[config.mk]
export PLATFORM = sky130hd
export DESIGN_NAME = booth_pp_accum_flat
export DESIGN_NICKNAME = d
export VERILOG_FILES = /design/src/rtl/booth_pp_accum_if.sv /design/src/rtl/booth_pp_accum.sv /design/src/flat_wrapper.sv
export SDC_FILE = /design/constraint.sdc
export NUM_CORES = 1
export LEC_CHECK = 0
export ABC_AREA = 1
export BUFFER_PORTS_ARGS = -buffer_cell sky130_fd_sc_hd__clkbuf_2
export CAP_MARGIN = 20
export CORE_ASPECT_RATIO = 2
export CORE_MARGIN = 4
export CORE_UTILIZATION = 53
export DETAILED_ROUTE_END_ITERATION = 10
export GPL_TIMING_DRIVEN = 0
export PLACE_DENSITY = 0.78
export SETUP_SLACK_MARGIN = 0.05
export SYNTH_ARGS = -nofsm -noshare
export SYNTH_HDL_FRONTEND = slang
export SYNTH_SLANG_ARGS = --single-unit
[constraint.sdc]
create_clock -name clk -period 6.06 [get_ports clk]
set_input_delay 1.212 -clock clk [delete_from_list [all_inputs] [get_ports clk]]
set_output_delay 1.212 -clock clk [all_outputs]
set_load 0.005 [all_outputs]
[src/rtl/booth_pp_accum_if.sv]
// Handshake/data bundle between a radix-4 digit source and booth_pp_accum.
// The err signal and its modport entries exist only when BOOTH_OP_CHECK_EN is defined.
interface booth_pp_accum_if;
  logic        start;
  logic [15:0] mcand;
  logic        dig_valid;
  logic        dig_ready;
  logic [1:0]  op;
  logic        sign;
  logic        busy;
  logic        done;
  logic [31:0] product;
`ifdef BOOTH_OP_CHECK_EN
  logic        err;

  modport master (output start, mcand, dig_valid, op, sign,
                  input  dig_ready, busy, done, product, err);
  modport slave  (input  start, mcand, dig_valid, op, sign,
                  output dig_ready, busy, done, product, err);
`else
  modport master (output start, mcand, dig_valid, op, sign,
                  input  dig_ready, busy, done, product);
  modport slave  (input  start, mcand, dig_valid, op, sign,
                  output dig_ready, busy, done, product);
`endif
endinterface

[src/rtl/booth_pp_accum.sv]
// Radix-4 Booth partial-product accumulator: one recoded digit per accepted beat,
// NDIG digits per product. Optional illegal-digit flag under BOOTH_OP_CHECK_EN.
module booth_pp_accum #(
  parameter int NDIG = 8
) (
  input logic            clk,
  input logic            rst,
  booth_pp_accum_if.slave bus
);

  localparam int CW = (NDIG > 1) ? $clog2(NDIG) : 1;

  localparam logic [1:0] IDLE = 2'd0;
  localparam logic [1:0] ACC  = 2'd1;
  localparam logic [1:0] DONE = 2'd2;

  logic [1:0]         state_q, state_d;
  logic [15:0]        mcand_q;
  logic [31:0]        acc_q, acc_d;
  logic [CW-1:0]      cnt_q;
  logic [31:0]        product_q;
  logic signed [17:0] mag, pp;
  logic [31:0]        pp_ext;
  logic               accept, last;

  // 18 bits so that -(2 * -32768) = +65536 stays representable
  always_comb begin
    mag = '0;
    case (bus.op)
      2'd1:    mag = {{2{mcand_q[15]}}, mcand_q};
      2'd2:    mag = {mcand_q[15], mcand_q, 1'b0};
      default: mag = '0;
    endcase
    pp     = bus.sign ? -mag : mag;
    pp_ext = {{14{pp[17]}}, pp};
    acc_d  = acc_q + (pp_ext << {cnt_q, 1'b0});
  end

  assign accept = (state_q == ACC) && bus.dig_valid;
  assign last   = (cnt_q == CW'(NDIG - 1));

  always_comb begin
    state_d = state_q;
    case (state_q)
      IDLE:    if (bus.start) state_d = ACC;
      ACC:     if (accept && last) state_d = DONE;
      DONE:    state_d = IDLE;
      default: state_d = IDLE;
    endcase
  end

  always_ff @(posedge clk or posedge rst) begin
    if (rst) begin
      state_q   <= IDLE;
      mcand_q   <= '0;
      acc_q     <= '0;
      cnt_q     <= '0;
      product_q <= '0;
    end else begin
      state_q <= state_d;
      if (state_q == IDLE && bus.start) begin
        mcand_q <= bus.mcand;
        acc_q   <= '0;
        cnt_q   <= '0;
      end else if (accept) begin
        acc_q <= acc_d;
        cnt_q <= cnt_q + 1'b1;
        if (last) product_q <= acc_d;
      end
    end
  end

`ifdef BOOTH_OP_CHECK_EN
  logic err_q;

  always_ff @(posedge clk or posedge rst) begin
    if (rst)                                err_q <= 1'b0;
    else if (state_q == IDLE && bus.start)  err_q <= 1'b0;
    else if (accept && bus.op == 2'd3)      err_q <= 1'b1;
  end

  assign bus.err = err_q;
`endif

  assign bus.dig_ready = (state_q == ACC);
  assign bus.busy      = (state_q != IDLE);
  assign bus.done      = (state_q == DONE);
  assign bus.product   = product_q;

endmodule

[src/flat_wrapper.sv]
// flat-port wrapper written by rule: the top's interface ports become plain ports
module booth_pp_accum_flat 
#(
  parameter int NDIG = 8
)
  (clk, rst, bus_start, bus_mcand, bus_dig_valid, bus_op, bus_sign, bus_dig_ready, bus_busy, bus_done, bus_product);
  booth_pp_accum_if bus_i ();
  input logic clk;
  input logic rst;
  input wire logic [$bits(bus_i.start)-1:0] bus_start;
  input wire logic [$bits(bus_i.mcand)-1:0] bus_mcand;
  input wire logic [$bits(bus_i.dig_valid)-1:0] bus_dig_valid;
  input wire logic [$bits(bus_i.op)-1:0] bus_op;
  input wire logic [$bits(bus_i.sign)-1:0] bus_sign;
  output wire logic [$bits(bus_i.dig_ready)-1:0] bus_dig_ready;
  output wire logic [$bits(bus_i.busy)-1:0] bus_busy;
  output wire logic [$bits(bus_i.done)-1:0] bus_done;
  output wire logic [$bits(bus_i.product)-1:0] bus_product;
  assign bus_i.start = bus_start;
  assign bus_i.mcand = bus_mcand;
  assign bus_i.dig_valid = bus_dig_valid;
  assign bus_i.op = bus_op;
  assign bus_i.sign = bus_sign;
  assign bus_dig_ready = bus_i.dig_ready;
  assign bus_busy = bus_i.busy;
  assign bus_done = bus_i.done;
  assign bus_product = bus_i.product;
  booth_pp_accum #(.NDIG(NDIG)) u_core (.clk(clk), .rst(rst), .bus(bus_i));
endmodule
==> results of run 1 <==
## cell families (layout without fill, tap and decap cells)
logic type / Yosys count / after routing / synth area share (%)
AO/OA/AOI/OAI: 141 / 141 / 11.6
AND/OR/NAND/NOR: 623 / 623 / 39.8
buffers and inverters: 100 / 174 / 6.38
adder cells (fa/ha/maj): 37 / 37 / 7.06
XOR/XNOR: 25 / 25 / 3.29
flip-flops: 85 / 85 / 31.9
## final cells by class
cell class	count	area (µm²)	area share (%)
Clock inverter	6	53.8	0.723
Inverter	66	250	3.36
Timing Repair Buffer	58	313	4.20
Sequential cell	85	2130	28.6
Tap cell	147	184	2.47
Buffer	34	178	2.39
Clock buffer	10	229	3.08
Multi-Input combinational cell	826	4110	55.2
## per-stage QoR
stage	power, mW	instance area [µm²]	std cells	hold WS, ps	setup WS, ps
after floorplan	3.55	6660	1011	455	1680
after global placement	4.44	7130	1215	463	807
after detailed placement	4.50	7160	1216	465	771
after CTS	5.05	7450	1232	483	1130
after global routing	5.57	7450	1232	506	849
final	5.08	7450	1232	480	1090
## cell usage in the layout, fill, tap and decap left out, drive strengths merged, types with 5 or more instances in the layout
master	n
a21o	8
a21oi	47
buf	17
clkbuf	85
clkinv	5
dfrtp	85
ha	36
inv	66
nand2	416
nand3	115
nand3b	6
nand4	6
nor2	61
nor3	6
o21ai	75
or2	11
xnor2	19
xor2	6
## metal layers
layer / vias to the layer above / global-route usage [%] / routed length [µm]
met2: 176 / 55.1 / 11300
met4: 0 / 16.7 / 1210
met1: 3038 / 27.9 / 6990
li1: 3443 / - / -
met5: - / 0 / 0
met3: 58 / 3.46 / 601
## flip-flops by register name, indices dropped and copies added, names as in the netlist
name and cells:
u_core.acc_q 32, u_core.mcand_q 16, u_core.bus.product 32, u_core.cnt_q 3, u_core.state_q 2
## critical path, stage by stage
cell and delay [ps]:
clkbuf_2 90, inv_1 50, ha_1 250, buf_6 180, inv_2 60, nor2_2 110, nand2_2 110, ha_1 220
nor2_1 130, xnor2_1 150, o21ai_0 180, or2_2 340, a21oi_1 180, ha_1 320, nand2_1 140, o21ai_0 90
a21oi_1 460, o21ai_1 320, nand3_1 140, nand2_1 70, or2_2 280, nand3_1 70, nand2_1 60
## report_power, final
part	total, mW	switching, mW	internal [mW]	leakage, nW
clock network	0.538	0.252	0.285	0.136
registers	1.00	0.184	0.818	1.09
logic	3.54	2.31	1.23	2.84
total	5.08	2.74	2.33	4.06
## how the worst min path moves through the flow
stage | start | to | slack (ps) | depth (start not counted)
2_1_floorplan | u_core.acc_q[30] | u_core.acc_q[30] | 460 | 2
3_3_place_gp | u_core.bus.product[28] | u_core.bus.product[28] | 460 | 2
3_5_place_dp | u_core.bus.product[17] | u_core.bus.product[17] | 460 | 2
4_1_cts | u_core.bus.product[17] | u_core.bus.product[17] | 480 | 2
5_1_grt | u_core.bus.product[28] | u_core.bus.product[28] | 510 | 2
6_report | u_core.bus.product[9] | u_core.bus.product[9] | 480 | 2
==> metrics.txt, run 1 <==
GRT Resource Usage Total 28.8%; vias in the first global route 6706; Yosys top cell area share 31.9%; Layout Area Growth over Synthesis 11.7%; CTS clk-pin slew, worst paths 70 ps; Synth area leaders dfrtp_1 (32%), nand2_1 (23%), nand3_1 (8.3%); RR Startpoint u_core.mcand_q[2]; crit path time final 4970 ps; total number of H-tree levels 3; CTS Hold Bufs 0; gpl congestion between 0.9 and 1; Util after Layout 60.7%; clk_skew 13.0 ps; Die ar. 14500 µm²; Slew @ Worst Pin 625 ps; I/O pin cnt 58; PortBufs 57; Avg Cell Area, Syn 6.59 µm²; std cell rows 57; DRT iter0 DRCs 310; Crit Path Max Fanout 10; status finished clean; synthesis warning total 0; Core Region 12300 µm²; Worst Path Required 6300 ps; 1st-pass router iterations 5; Yosys cell types 42; Final Hold Fails 0; Hold Path Class reg -> reg; drt via density 5.45; die height 167 µm; sequential-to-total area share from yosys stat roughly a third; post-synth net total 1071; synthesized instance count 1011; crit path DAT 5210 ps; CP Class in -> reg; asr flop ratio synth 100%; grt ovf 0; Post-CTS Resized 0; Sink Count 85; Antenna Nets Post-Route 0; via count 6715; DR DRC count 0; period utilization 82.0%; Synth area leader dfrtp_1; postcts setup bufs 0; Yosys reg bits 85; Worst Reg-to-Reg Cells 20; Setup TNS 0 ps; critical path endpoint u_core.acc_q[20]; diode count 0; RSZ-0062 raised after global routing no; pwr/cell area 682 nW/µm²; Final Max Tran Viols 0; f_max 0.201 GHz; initial antenna violation count 0; leakage 4.06 nW; Peak supply drop 358 µV; Die X slightly below 90 µm; nets 1140; CTS max path bufs 2; startpoint types input port; Clock Latency Late Sink 350 ps; Post-synth top flop dfrtp_1; Max-Cap Viols 0; share of post-route cells with drive strength above 1 11.8%; CTS Root Cell clkbuf_16; r2r endpoint u_core.acc_q[20]; worst reg2reg setup slack 2210 ps; CTS tree built; Detailed Place HPWL about 17 mm; Final Setup Violations 0; WL/cell 16.3 µm; global-route wire length before repair between 30 and 40 mm; count leader, synth nand2_1; Num CTS Buffers 9; source of the critical timing path bus_op[1]; fillers ~1200; Detailed Route WL around 20 mm; Synth top cells by count nand2_1 (404), nand3_1 (110), dfrtp_1 (85); EDFF count, synth 0; mapped cell area about 6700 µm²; largest net degree at the start of global routing 44; starting density of the core between 50 and 60%; CP endpoint kind flop; relative slew slack 58.0%
Note: power is estimated with default switching activity, not from simulation.
==> run 2: changes to the inputs <==
- clock period: 6.06 -> 4.8 ns (I/O delays scaled with it)
==> run 2 against run 1 <==
  * Utilization increased by 0.17 points
  * Clock skew fell by 0.69 ps
  * Die area unchanged
  * Flip-flop and latch count unchanged
==> metrics.txt, run 2 (synthesis results as in run 1) <==
Antenna Nets Post-Route 0 (unchanged); postcts setup bufs 0 (unchanged); diode count 0 (unchanged); DRT iter0 DRCs 276 (was 310); Die ar. 14500 µm² (unchanged); clk_skew 12.3 ps (was 13.0 ps); Core Region 12300 µm² (unchanged); share of post-route cells with drive strength above 1 12.4% (was 11.8%); Post-Layout Cell Count 1232 (unchanged); Clock Latency Late Sink 350 ps (about the same); status finished clean (unchanged); register area 2130 µm² (unchanged); nets 1140 (unchanged); CTS Hold Bufs 0 (unchanged); Setup TNS 0 ps (unchanged); Final Hold Fails 0 (unchanged); PortBufs 57 (unchanged); Final Max Tran Viols 0 (unchanged); leakage 4.06 nW (about the same); CTS tree built (unchanged); CTS Root Cell clkbuf_16 (unchanged); Layout Area Growth over Synthesis 12.1% (was 11.7%); Die X 87.3 µm (unchanged); crit path DAT 4750 ps (was 5210 ps); CTS max path bufs 2 (unchanged); final setup margin 291 ps (was 1090 ps); WL/cell 16.3 µm (about the same); Num CTS Buffers 9 (unchanged); initial antenna violation count 0 (unchanged); std cell rows 57 (unchanged); 1st-pass router iterations 5 (unchanged); multi-input logic area 4130 µm² (was 4110 µm²); dpl ws -237 ps (was 771 ps); Top delay family on crit path simple AND/OR/NAND/NOR gates (unchanged); CTS clk-pin slew, worst paths 70 ps (about the same); Detailed Place HPWL 16.8 mm (unchanged); CP max-delay cell or2_2 (was a21oi_1); Hold Path Class reg -> reg (unchanged); vias in the first global route 6706 (unchanged); via count 6709 (was 6715); CP Class in -> reg (unchanged); Max-Cap Viols 0 (unchanged); Peak supply drop 453 µV (was 358 µV); fillers 1244 (was 1245); Sink Count 85 (unchanged); Crit Path Max Fanout 10 (unchanged); Util after Layout 60.9% (was 60.7%); commonest cells after routing, fill and taps aside nand2_1 (404), nand3_1 (110), dfrtp_1 (85) (unchanged); gpl congestion 0.992 (unchanged); RR Startpoint u_core.mcand_q[2] (unchanged); total number of H-tree levels 3 (unchanged); relative slew slack 57.6% (was 58.0%); grt ovf 0 (unchanged); f_max approximately 0.22 GHz; Final Setup Violations 0 (unchanged); RSZ-0062 raised after global routing no (unchanged); crit path time final 4510 ps; Slew @ Worst Pin 631 ps (was 625 ps); startpoint types input port (unchanged); GRT Resource Usage Total 28.8% (unchanged); CP endpoint kind flop (unchanged); most common cell after layout, fill and taps aside nand2_1 (unchanged); starting density of the core 54.3% (unchanged); cell breakdown of the critical path clkbuf_2 -> inv_1 -> ha_1 -> buf_6 -> inv_2 -> nor2_2 -> nand2_2 -> ha_1 -> nor2_1 -> xnor2_1 -> o21ai_0 -> or2_2 -> a21oi_1 -> ha_1 -> nand2_1 -> o21ai_0 -> a21oi_2 -> o21ai_1 -> nand3_1 -> nand2_1 -> or2_2 -> nand3_1 -> nand2_1 (was clkbuf_2 -> inv_1 -> ha_1 -> buf_6 -> inv_2 -> nor2_2 -> nand2_2 -> ha_1 -> nor2_1 -> xnor2_1 -> o21ai_0 -> or2_2 -> a21oi_1 -> ha_1 -> nand2_1 -> o21ai_0 -> a21oi_1 -> o21ai_1 -> nand3_1 -> nand2_1 -> or2_2 -> nand3_1 -> nand2_1); Worst Path Required 5040 ps (was 6300 ps); period utilization 93.9%; I/O pin cnt 58 (unchanged); DR DRC count 0 (unchanged); largest net degree at the start of global routing 44 (unchanged); Post-CTS Resized 0 (unchanged); die height 167 µm (unchanged); Bufs and invs on worst path 4 (unchanged); pwr/cell area 862 nW/µm² (was 682 nW/µm²); global-route wire length before repair 32.7 mm (unchanged); source of the critical timing path bus_op[1] (unchanged); Crit path largest cell delay 340 ps (was 460 ps); Worst Min Path Start u_core.bus.product[16] (was u_core.bus.product[9]); drt via density 5.45 (about the same); Detailed Route WL 20.1 mm (about the same); DP Cell Count 1216 (unchanged)
[run 2: worst reg2reg max path: cells and delay by family (launching register included)]
family | cells | cell delay [ps]
AOI/OAI and AO/OA | 6 | 1250
xor gates and xnor gates | 1 | 210
adders and majority gates | 1 | 270
DFF | 1 | 400
and+or+nand+nor | 12 | 1410
[run 2: final cells by class]
cell class | instances | area share [%]
repair buffers | 58 | 4.19
plain buffers | 34 | 2.38
inverters | 66 | 3.35
clock inverters | 6 | 0.721
multi-input cells | 826 | 55.3
flip-flops and latches | 85 | 28.5
clock buffers | 10 | 3.07
well taps | 147 | 2.46
[run 2: path summary, 6_finish.rpt]
path	end	slack, ps	cells past startpoint
setup / recovery	u_core.acc_q[20]	290	23
min in group asynchronous	u_core.mcand_q[0]	640	2
max in group asynchronous	u_core.acc_q[29]	3540	3
hold reg to reg	u_core.bus.product[16]	480	2
hold / removal	u_core.bus.product[16]	480	2
setup reg to reg	u_core.acc_q[20]	1150	20
[run 2: report_power, final]
group / leakage [nW] / internal [mW] / total, mW / switching [mW]
clock: 0.136 / 0.360 / 0.680 / 0.319
sequential: 1.09 / 1.03 / 1.27 / 0.233
combinational: 2.84 / 1.56 / 4.49 / 2.93
total: 4.06 / 2.95 / 6.44 / 3.48
[run 2: metrics by stage]
step,area [µm²],hold WS (ps),power (mW)
after floorplan,6660,455,4.48
after CTS,7450,483,6.37
after global placement,7130,463,5.61
after detailed placement,7160,465,5.68
after global routing,7470,506,7.06
final,7470,480,6.44
[run 2: layer usage]
layer	up-vias	part of all wire [%]	global-route usage (%)
met3	63	2.9	3.46
met2	166	56	55.1
met1	3035	35	27.9
met4	0	6.0	16.7
li1	3445	-	-
met5	-	0	0
==> run 3: changes to the inputs <==
--- a/config.mk
+++ b/config.mk
@@ -7,5 +7,4 @@
 export LEC_CHECK = 0
 export ABC_AREA = 1
-export BUFFER_PORTS_ARGS = -buffer_cell sky130_fd_sc_hd__clkbuf_2
 export CAP_MARGIN = 20
 export CORE_ASPECT_RATIO = 2
@@ -13,6 +12,7 @@
 export CORE_UTILIZATION = 53
 export DETAILED_ROUTE_END_ITERATION = 10
+export DONT_BUFFER_PORTS = 1
 export GPL_TIMING_DRIVEN = 0
-export PLACE_DENSITY = 0.78
+export PLACE_DENSITY = 0.74
 export SETUP_SLACK_MARGIN = 0.05
 export SYNTH_ARGS = -nofsm -noshare
==> constraint.sdc (replaced) <==
create_clock -name clk -period 4.8 [get_ports clk]
set_input_delay 0.96 -clock clk [delete_from_list [all_inputs] [get_ports clk]]
set_output_delay 0.96 -clock clk [all_outputs]
set_load 0.02 [all_outputs]
==> run 3 against run 2 <==
  * Register-to-register slack worse by 40 ps
  * Critical endpoint unchanged
  * Die area is the same
  * Largest cell class unchanged
  * Non-clock buffer count down 57
  * Via count decreased by 3.4%
  * Utilization down 2.4 points
  * Highest routed layer unchanged
==> metrics.txt, run 3 (synthesis results as in run 1) <==
GRT Resource Usage Total 28.2% (was 28.8%); Layout Area Growth over Synthesis 7.59% (was 12.1%); grt ovf 0 (unchanged); CTS tree built (unchanged); largest net degree at the start of global routing 49 (was 44); total number of H-tree levels 3 (unchanged); vias in the first global route 6626 (was 6706); CP Class in -> reg (unchanged); Bufs and invs on worst path 3 (was 4); most common cell after layout, fill and taps aside nand2_1 (unchanged); Crit Path Max Fanout 10 (unchanged); initial antenna violation count 0 (unchanged); Crit path largest cell delay 350 ps (was 340 ps); drt via density 5.52 (was 5.45); CP Depth 22 (was 23); crit path time final 4410 ps (was 4510 ps); 1st-pass router iterations 5 (unchanged); share of post-route cells with drive strength above 1 7.10% (was 12.4%); Max-Cap Viols 0 (unchanged); status finished clean (unchanged); Detailed Place HPWL 16.5 mm (was 16.8 mm); nets 1083 (was 1140); CTS max path bufs 2 (unchanged); clk_skew 10.8 ps (was 12.3 ps); WL/cell 16.9 µm (was 16.3 µm); CP max-delay cell or2_2 (unchanged); commonest cells after routing, fill and taps aside nand2_1 (404), nand3_1 (110), dfrtp_1 (85) (unchanged); die height 167 µm (unchanged); Slew @ Worst Pin 642 ps (was 631 ps); met2 Use GR 53.0% (was 55.1%); gpl congestion 0.978 (was 0.992); Worst Reg-to-Reg Cells 26 (was 20); Min-Delay Path Depth 2 (unchanged); multi-input logic area 4120 µm² (was 4130 µm²); CTS clk-pin slew, worst paths 70 ps (about the same); Sink Count 85 (unchanged); Die X 87.3 µm (unchanged); GR Layer Usage met1 26.7% (was 27.9%); Top delay family on crit path simple AND/OR/NAND/NOR gates (unchanged); Post-Layout Cell Count 1175 (was 1232); Hold Path Class reg -> reg (unchanged); DRT iter0 DRCs 252 (was 276); startpoint types input port (unchanged); crit path DAT 4660 ps (was 4750 ps); std cell rows 57 (unchanged); CP endpoint kind flop (unchanged); relative slew slack 56.9% (was 57.6%); Final Max Tran Viols 0 (unchanged); diode count 0 (unchanged); DR DRC count 0 (unchanged); Final Setup Violations 0 (unchanged); DP Cell Count 1159 (was 1216); register area 2130 µm² (unchanged); Die ar. 14500 µm² (unchanged); Final Hold Fails 0 (unchanged); met3 usage 3.91% (was 3.46%); period utilization 91.9% (was 93.9%); fillers 1258 (was 1244); f_max 0.227 GHz (was 0.222 GHz); RSZ-0062 raised after global routing no (unchanged); starting density of the core 54.3% (unchanged); PortBufs 0 (was 57); Num CTS Buffers 9 (unchanged); Detailed Route WL 19.9 mm (was 20.1 mm); Worst Path Required 5050 ps (was 5040 ps); CTS Root Cell clkbuf_16 (unchanged); Core Region 12300 µm² (unchanged); cell breakdown of the critical path inv_1 -> ha_1 -> buf_6 -> inv_2 -> nor2_2 -> nand2_2 -> ha_1 -> nor2_1 -> xnor2_1 -> o21ai_0 -> or2_2 -> a21oi_1 -> ha_1 -> nand2_1 -> o21ai_0 -> a21oi_2 -> o21ai_1 -> nand3_1 -> nand2_1 -> or2_2 -> nand3_1 -> nand2_1 (was clkbuf_2 -> inv_1 -> ha_1 -> buf_6 -> inv_2 -> nor2_2 -> nand2_2 -> ha_1 -> nor2_1 -> xnor2_1 -> o21ai_0 -> or2_2 -> a21oi_1 -> ha_1 -> nand2_1 -> o21ai_0 -> a21oi_2 -> o21ai_1 -> nand3_1 -> nand2_1 -> or2_2 -> nand3_1 -> nand2_1); via count 6483 (was 6709); Clock Latency Late Sink 350 ps (about the same); I/O pin cnt 58 (unchanged); most used routing layer met2 (unchanged); global-route wire length before repair 32.1 mm (was 32.7 mm); Antenna Nets Post-Route 0 (unchanged)
==> run 3: path summary, 6_finish.rpt <==
kind                                         from                      to  slack, ps
worst min register to register   u_core.acc_q[28]        u_core.acc_q[28]        490
min in group asynchronous                     rst       u_core.mcand_q[0]        510
worst max register to register  u_core.mcand_q[0]  u_core.bus.product[22]       1110
worst min-delay path             u_core.acc_q[28]        u_core.acc_q[28]        490
max in group asynchronous                     rst  u_core.bus.product[19]       3690
worst max-delay path                    bus_op[1]        u_core.acc_q[20]        390
==> run 3: cell type report <==
type                       count  area share [%]
buffer                        34            2.48
tap                          147            2.57
timing repair buffer           1           0.384
sequential                    85            29.7
clock buffer                  10            3.19
clock inverter                 6           0.768
multi-input combinational    826            57.5
inverter                      66            3.49
==> run 3: worst reg2reg max path: cells and delay by family (launching register included) <==
| kind | cells | cell delay, ps |
|---|---|---|
| simple gates | 22 | 2390 |
| fa+ha+maj | 2 | 580 |
| flops | 1 | 410 |
| compound gates | 1 | 110 |
| buf+inv | 1 | 80 |
==> run 3: layer usage <==
metal	up-vias	wire [µm]
met3	71	665
met4	0	1450
met5	-	0
li1	3331	-
met2	157	11000
met1	2924	6750
==> run 3: timing repair <==
item | CTS | global route
buffers inserted | 0 | 0
setup endpoints to repair | 0 | 7
resized for setup | 0 | 3
hold buffers | 0 | 0
==> run 3: stage by stage <==
step	area [µm²]	hold WS, ps	setup WS (ps)	setup TNS, ps	util [%]
final	7170	489	390	0	58.4
after global routing	7170	509	63.1	0	58.4
after CTS	7160	495	268	0	58.4
after detailed placement	6880	477	-103	-189	56.1
after global placement	6850	470	-110	-218	55.8
after floorplan	6660	455	674	0	-
Power of run 3 is not shown: default switching activity piles up to over one toggle a cycle in this logic, so the estimate is an artifact.
